### src/rtl/if_stage.sv
// Instruction fetch stage: owns the fetch PC and the IF/ID pipeline register.
// The fetch address is driven straight from the PC register. Every other
// output is a register, so nothing else depends combinationally on an input.
// The PC register is updated in this priority order:
//   reset, then redirect, then stall, then PC + 4.
// The IF/ID register is updated in this priority order:
//   reset, then flush, then stall, then load.
module if_stage #(
    parameter logic [31:0] RESET_PC  = 32'h0000_0000,
    parameter logic [31:0] NOP_INSTR = 32'h0000_0013
) (
    input  logic        clk,
    input  logic        rst,
    input  logic        stall_f,
    input  logic        stall_d,
    input  logic        flush_d,
    input  logic        pc_src_e,
    input  logic [31:0] pc_target_e,
    output logic [31:0] imem_addr,
    input  logic [31:0] imem_rdata,
    output logic [31:0] instr_d,
    output logic [31:0] pc_d,
    output logic [31:0] pc_plus4_d,
    output logic        valid_d,
    output logic [31:0] fetch_count
);

    logic [31:0] r_pc_f;
    logic [31:0] r_instr_d;
    logic [31:0] r_pc_d;
    logic [31:0] r_pc_plus4_d;
    logic        r_valid_d;
    logic [31:0] r_fetch_count;

    logic [31:0] w_pc_plus4;
    logic [31:0] w_redirect_pc;

    // The sequential PC adder wraps modulo 2^32 and raises no flag.
    // Redirect targets are word-aligned by clearing their low two bits.
    // A misaligned target therefore raises no exception.
    assign w_pc_plus4    = r_pc_f + 32'd4;
    assign w_redirect_pc = pc_target_e & 32'hFFFF_FFFC;

    // Fetch PC: a redirect beats stall_f, so a taken branch is never lost.
    always_ff @(posedge clk) begin
        if (rst)
            r_pc_f <= RESET_PC;
        else if (pc_src_e)
            r_pc_f <= w_redirect_pc;
        else if (!stall_f)
            r_pc_f <= w_pc_plus4;
    end

    // IF/ID register: flush beats stall and inserts a bubble.
    // This block never flushes itself. The hazard unit must assert flush_d
    // to drop the wrong-path word that was fetched while redirecting.
    always_ff @(posedge clk) begin
        if (rst) begin
            r_instr_d     <= NOP_INSTR;
            r_pc_d        <= 32'd0;
            r_pc_plus4_d  <= 32'd0;
            r_valid_d     <= 1'b0;
            r_fetch_count <= 32'd0;
        end else if (flush_d) begin
            r_instr_d    <= NOP_INSTR;
            r_pc_d       <= 32'd0;
            r_pc_plus4_d <= 32'd0;
            r_valid_d    <= 1'b0;
        end else if (!stall_d) begin
            r_instr_d     <= imem_rdata;
            r_pc_d        <= r_pc_f;
            r_pc_plus4_d  <= w_pc_plus4;
            r_valid_d     <= 1'b1;
            r_fetch_count <= r_fetch_count + 32'd1;
        end
    end

    assign imem_addr   = r_pc_f;
    assign instr_d     = r_instr_d;
    assign pc_d        = r_pc_d;
    assign pc_plus4_d  = r_pc_plus4_d;
    assign valid_d     = r_valid_d;
    assign fetch_count = r_fetch_count;

endmodule

### config.mk
export PLATFORM = sky130hd
export DESIGN_NAME = if_stage
export DESIGN_NICKNAME = d
export VERILOG_FILES = /design/src/rtl/if_stage.sv
export SDC_FILE = /design/constraint.sdc
export NUM_CORES = 1
export LEC_CHECK = 0
export CAP_MARGIN = 20
export CORE_MARGIN = 1.5
export CORE_UTILIZATION = 46
export CTS_CLUSTER_SIZE = 28
export DETAILED_ROUTE_END_ITERATION = 16
export GPL_TIMING_DRIVEN = 0
export PLACE_DENSITY_LB_ADDON = 0.12
export SETUP_SLACK_MARGIN = 0.02
export SYNTH_ARGS = -nofsm -noshare
export SYNTH_HDL_FRONTEND = slang
export SYNTH_SLANG_ARGS = --single-unit
### constraint.sdc
create_clock -name clk -period 2.9 [get_ports clk]
set_input_delay 0.58 -clock clk [delete_from_list [all_inputs] [get_ports clk]]
set_output_delay 0.58 -clock clk [all_outputs]
set_load 0.01 [all_outputs]
Word-level counts from Yosys, hierarchy flattened
Index checks and enable logic that the tools add are counted.

cells by class
  multipliers = 0
  $lt $le $gt $ge = 0
  add/sub/neg operators = 2
  equal/unequal tests = 1
  muxes and demuxes = 2
  shift-type cells = 0
  reductions and logical operators = 3
  divide/modulo/power cells = 0
  bitwise logic cells = 2

operators by type and width
  kind                     number
  $mux W32                 2
  $add A32 B1 Y32 const B  1
  $add A32 B3 Y32 const B  1
  $reduce_or A2 Y1         2
  $ne A2 B1 Y1 const B     1
  $not A1 Y1               2
  $reduce_and A2 Y1        1

storage, ports and cells
  memory bits (read-only) = 0
  bits in registers = 161
  bits in writable memories = 0
  bits in latches = 0
  memories = 0

Longest topological paths before layout
  depth in word-level cells = 3
  depth in mapped cells = 7

Worst setup path after synthesis
No wires, ideal clock.

  path type = in2reg
  from = in stall_d
  to = reg r_fetch_count[23] (netlist: fetch_count[23])
  stages on the path = 7
  library setup time = 0.070 ns
  slack = 0.510 ns
  arrival time = 2.319 ns
  cell sequence = or3b_1 buf_2 or4_4 buf_6 buf_6 or4_1 a21oi_1

on the way
  longest elaborated chain between the ends = 2

ends and longest elaborated chain
  element                      line  source
  start, declared              15    input logic stall_d,
  $not A1 Y1 (no line)         -
  $reduce_and A2 Y1 (no line)  -
  end signal, assigned         74    r_fetch_count <= r_fetch_count + 32'd1;
  end, declared                33    logic [31:0] r_fetch_count;

Every way passes these cells.
A chain may end at the register's enable or synchronous reset.

==> impl_metrics.xml <==
<?xml version="1.0" encoding="UTF-8"?>
<metrics>
  <group name="power_and_ir_drop">
    <metric name="share_comb_of_total_power" unit="%">11.7</metric>
    <metric name="net-switching-power" unit="uW">1310</metric>
    <metric name="power.density_cell_area" unit="nW/um^2">514</metric>
    <metric name="internal-power" unit="uW">3920</metric>
    <metric name="worst_ir_drop_vdd" unit="V">0.000427</metric>
    <metric name="switching_share" unit="%">25.1</metric>
    <metric name="clkPwrFrac" unit="%">44.7</metric>
    <metric name="seq_power_share" unit="%">43.6</metric>
    <metric name="cellLeakagePower" unit="uW">0.00349</metric>
  </group>
  <group name="sta">
    <metric name="setup_repair_after_global_routing_missed_its_margin" unit="">false</metric>
    <metric name="period_needed" unit="ns">2.68</metric>
    <metric name="min_period_over_period" unit="%">92.6</metric>
    <metric name="clock-skew-final" unit="ns">0.00756</metric>
    <metric name="maxSlewViolCount" unit="">0</metric>
    <metric name="tightest_slew" unit="ns">0.888</metric>
    <metric name="hold_viol_final" unit="">0</metric>
    <metric name="max_freq" unit="MHz">372</metric>
    <metric name="setup_viol" unit="">0</metric>
    <metric name="relSlewSlack" unit="%">40.8</metric>
    <metric name="fin_tns_setup" unit="ns">0</metric>
    <metric name="fin_hold_ws" unit="ns">0.463</metric>
  </group>
  <group name="final_layout">
    <metric name="regArea" unit="um^2">3100</metric>
    <metric name="highest_count_cells_in_the_layout_ignoring_fill_and_taps" unit="">sky130_fd_sc_hd__clkdlybuf4s50_1, sky130_fd_sc_hd__dfxtp_1, sky130_fd_sc_hd__nor2_1, sky130_fd_sc_hd__mux2i_1, sky130_fd_sc_hd__clkbuf_1</metric>
    <metric name="final.fill_count" unit="">1275</metric>
    <metric name="num_antenna_cells" unit="">0</metric>
    <metric name="final_common_cell" unit="">sky130_fd_sc_hd__clkdlybuf4s50_1</metric>
    <metric name="area_growth_from_synthesis_to_final_layout" unit="%">43.5</metric>
    <metric name="multi_input_comb_area" unit="um^2">3660</metric>
    <metric name="final_layout_size_suffix_gt1_share" unit="%">4.66</metric>
    <metric name="finalNetCount" unit="">1133</metric>
  </group>
  <group name="die">
    <metric name="rows" unit="">45</metric>
    <metric name="io-pin-count" unit="">231</metric>
    <metric name="x_dimension_of_the_die" unit="um">127</metric>
    <metric name="initial_core_util" unit="%">46.8</metric>
    <metric name="die_footprint" unit="um^2">16200</metric>
    <metric name="fp.dieH" unit="um">127</metric>
    <metric name="core_region_area" unit="um^2">15100</metric>
  </group>
  <group name="global_routing">
    <metric name="largest_net_degree_at_the_start_of_global_routing" unit="">17</metric>
    <metric name="grt_pass1_wl" unit="um">35600</metric>
    <metric name="antenna_found_initial" unit="">0</metric>
    <metric name="groute.usage.overall" unit="%">28.0</metric>
    <metric name="global_route.usage.met2" unit="%">44.1</metric>
    <metric name="grt_pass1_vias" unit="">6598</metric>
    <metric name="gr-usage-met3" unit="%">6.57</metric>
    <metric name="grt_util_met1" unit="%">38.4</metric>
    <metric name="grt_remaining_overflow" unit="">0</metric>
    <metric name="gr-max-usage-layer" unit="">met2</metric>
  </group>
  <group name="worst_setup_path">
    <metric name="crit_type" unit="">in -&gt; reg</metric>
    <metric name="critical_path_buf_inv_count" unit="">4</metric>
    <metric name="cp_max_fo" unit="">10</metric>
    <metric name="cp-startpoint" unit="">stall_d</metric>
    <metric name="worst_ep_arrival_time" unit="ns">2.99</metric>
    <metric name="setup.worst_path.start_class" unit="">primary input</metric>
    <metric name="max_stage_delay" unit="ns">0.62</metric>
    <metric name="critPathMostFrequentCell" unit="">sky130_fd_sc_hd__clkbuf_1</metric>
    <metric name="worst_path_max_delay_cell" unit="">sky130_fd_sc_hd__buf_1</metric>
    <metric name="cell_family_with_the_largest_share_of_critical_path_delay" unit="">buffers and inverters</metric>
    <metric name="worst_ep_required_time" unit="ns">3.21</metric>
    <metric name="path_cells" unit="">clkdlybuf4s50_1 -&gt; clkbuf_1 -&gt; clkbuf_1 -&gt; buf_1 -&gt; mux2i_1 -&gt; nor2_1</metric>
    <metric name="endpoint_kind" unit="">flip-flop</metric>
    <metric name="r2r_start" unit="">imem_addr[17]</metric>
  </group>
  <group name="synthesis">
    <metric name="ys_dominant_reg_cell" unit="">sky130_fd_sc_hd__dfxtp_1</metric>
    <metric name="postSynthRegisterBits" unit="">155</metric>
    <metric name="synth_top_cells_by_area" unit="">sky130_fd_sc_hd__dfxtp_1, sky130_fd_sc_hd__mux2i_1, sky130_fd_sc_hd__nor2_1, sky130_fd_sc_hd__or4_1, sky130_fd_sc_hd__xnor2_1</metric>
    <metric name="edff_count_synth" unit="">0</metric>
    <metric name="synth_seq_area_share" unit="%">43.7</metric>
    <metric name="postSynthCellCount" unit="">816</metric>
    <metric name="yosysUniqueCellTypes" unit="">54</metric>
    <metric name="netlist.area_leader.share" unit="%">43.7</metric>
    <metric name="postSynth.asyncResetShare" unit="%">0</metric>
    <metric name="cell_type_contributing_the_most_total_cell_area_after_synthesis" unit="">sky130_fd_sc_hd__dfxtp_1</metric>
    <metric name="post_synth_instance_area" unit="um^2">7100</metric>
    <metric name="synth.avg_cell_area" unit="um^2">8.70</metric>
    <metric name="yosysWarnings" unit="">0</metric>
  </group>
  <group name="status">
    <metric name="status" unit="">completed</metric>
  </group>
  <group name="clock_tree">
    <metric name="postCtsResizedCells" unit="">0</metric>
    <metric name="tritoncts_sink_count" unit="">155</metric>
    <metric name="post_cts_hold_buffer_count" unit="">0</metric>
    <metric name="h-tree-depth" unit="">4</metric>
    <metric name="path_clk_slew" unit="ns">0.06</metric>
    <metric name="max-clock-path-buffers" unit="">2</metric>
    <metric name="ctsRootBufferMaster" unit="">sky130_fd_sc_hd__clkbuf_16</metric>
    <metric name="cts_post_setup_buffers_inserted" unit="">0</metric>
    <metric name="cts_tree" unit="">done</metric>
    <metric name="worstSkewPairLatency" unit="ns">0.43</metric>
    <metric name="cts_made_buffers" unit="">17</metric>
  </group>
  <group name="drt">
    <metric name="drt_wl_total" unit="um">22800</metric>
    <metric name="route.detailed.drc" unit="">0</metric>
    <metric name="drt.antenna.violating_nets" unit="">0</metric>
    <metric name="drt-vias-per-instance" unit="">5.73</metric>
    <metric name="detail_route.wl_per_cell" unit="um">18.1</metric>
    <metric name="drt_pre_antenna_iters" unit="">5</metric>
    <metric name="detailroute.via_count" unit="">7226</metric>
    <metric name="iteration_0_drc_count_of_the_detailed_router" unit="">594</metric>
  </group>
  <group name="job">
    <metric name="max-cap-violations" unit="">0</metric>
  </group>
  <group name="worst_hold_path">
    <metric name="worst_hold_path_type" unit="">reg -&gt; reg</metric>
    <metric name="timing.hold.worst.start" unit="">pc_plus4_d[5]</metric>
  </group>
  <group name="placed_design">
    <metric name="number_of_buffers_added_on_ports" unit="">221</metric>
    <metric name="post-dp-hpwl" unit="um">16400</metric>
    <metric name="finalWeightedCongestion" unit="">0.896</metric>
  </group>
</metrics>
## power by group through the flow
| stage | Combinational (uW) | Clock [uW] | Sequential [uW] |
|---|---|---|---|
| 2_1_floorplan | 259 | 0 | 2340 |
| 4_1_cts | 610 | 2360 | 2280 |
| 5_1_grt | 659 | 2450 | 2290 |
| 3_3_place_gp | 602 | 0 | 2330 |
| 6_report | 612 | 2340 | 2280 |
| 3_5_place_dp | 606 | 0 | 2330 |
## cell usage after synthesis, types with 13 or more instances
cell type                  number
sky130_fd_sc_hd__nor2_1       111
sky130_fd_sc_hd__nand3_1       24
sky130_fd_sc_hd__dfxtp_1      155
sky130_fd_sc_hd__nand2_1       46
sky130_fd_sc_hd__o21ai_0       38
sky130_fd_sc_hd__mux2i_1       62
sky130_fd_sc_hd__o31ai_1       28
sky130_fd_sc_hd__nor4_1        17
sky130_fd_sc_hd__a311oi_1      13
sky130_fd_sc_hd__or3_1         21
sky130_fd_sc_hd__xnor2_1       27
sky130_fd_sc_hd__clkbuf_1      53
sky130_fd_sc_hd__nand4_1       15
sky130_fd_sc_hd__a21oi_1       44
sky130_fd_sc_hd__or4_1         34
## worst paths after layout
path                         to  slack, ns  cells after the start
setup reg to reg  imem_addr[24]       0.23                      6
hold reg to reg   pc_plus4_d[5]       0.46                      2
setup / recovery    instr_d[19]       0.22                      6
hold / removal    pc_plus4_d[5]       0.46                      2
## cell type report
| class | count | area share [%] |
|---|---|---|
| Multi-Input combinational cell | 583 | 35.9 |
| Sequential cell | 155 | 30.5 |
| Timing Repair Buffer | 221 | 21.7 |
| Clock buffer | 19 | 4.45 |
| Buffer | 72 | 3.06 |
| Tap cell | 188 | 2.31 |
| Clock inverter | 13 | 1.63 |
| Inverter | 11 | 0.406 |
## metrics by stage
stage	cell area (um^2)	cells	setup slack [ns]	util (%)	total power, uW
finish	10200	1262	0.215	67.2	5240
global route	10200	1262	0.0314	67.2	5400
detailed placement	9560	1230	-0.214	63.1	2940
floorplan	7110	821	0.510	-	2600
global placement	9560	1230	-0.233	63.1	2930
CTS	10200	1262	0.212	67.2	5250
## state kept, by name, indices dropped and copies added (netlist names)
register	count
valid_d	1
imem_addr	30
instr_d	32
fetch_count	32
pc_plus4_d	30
pc_d	30
## worst register-to-register path, delay by kind of cell, from the launching register on
family                 cells  cell delay, ns
AND/OR/NAND/NOR            2            0.84
AO/OA/AOI/OAI              2            0.65
flip-flops                 1            0.53
buffers and inverters      2            0.51
## kinds of logic after synthesis
logic type,count (synthesis),share of synthesized area (%)
AO/OA/AOI/OAI,167,15.3
XOR/XNOR,31,3.83
adder cells (fa/ha/maj),2,0.353
buffers and inverters,83,4.97
flip-flops,155,43.7
multiplexers,63,8.91
other,1,0.0528
AND/OR/NAND/NOR,314,22.9
## per-layer routing
layer | vias to the layer above | wire [um] | share of wire [%]
met5 | - | 0 | 0
met4 | 0 | 432 | 1.9
met1 | 3350 | 9720 | 43
met2 | 368 | 10500 | 46
li1 | 3474 | - | -
met3 | 34 | 2140 | 9.4
Note: power is estimated with default switching activity, not from simulation.
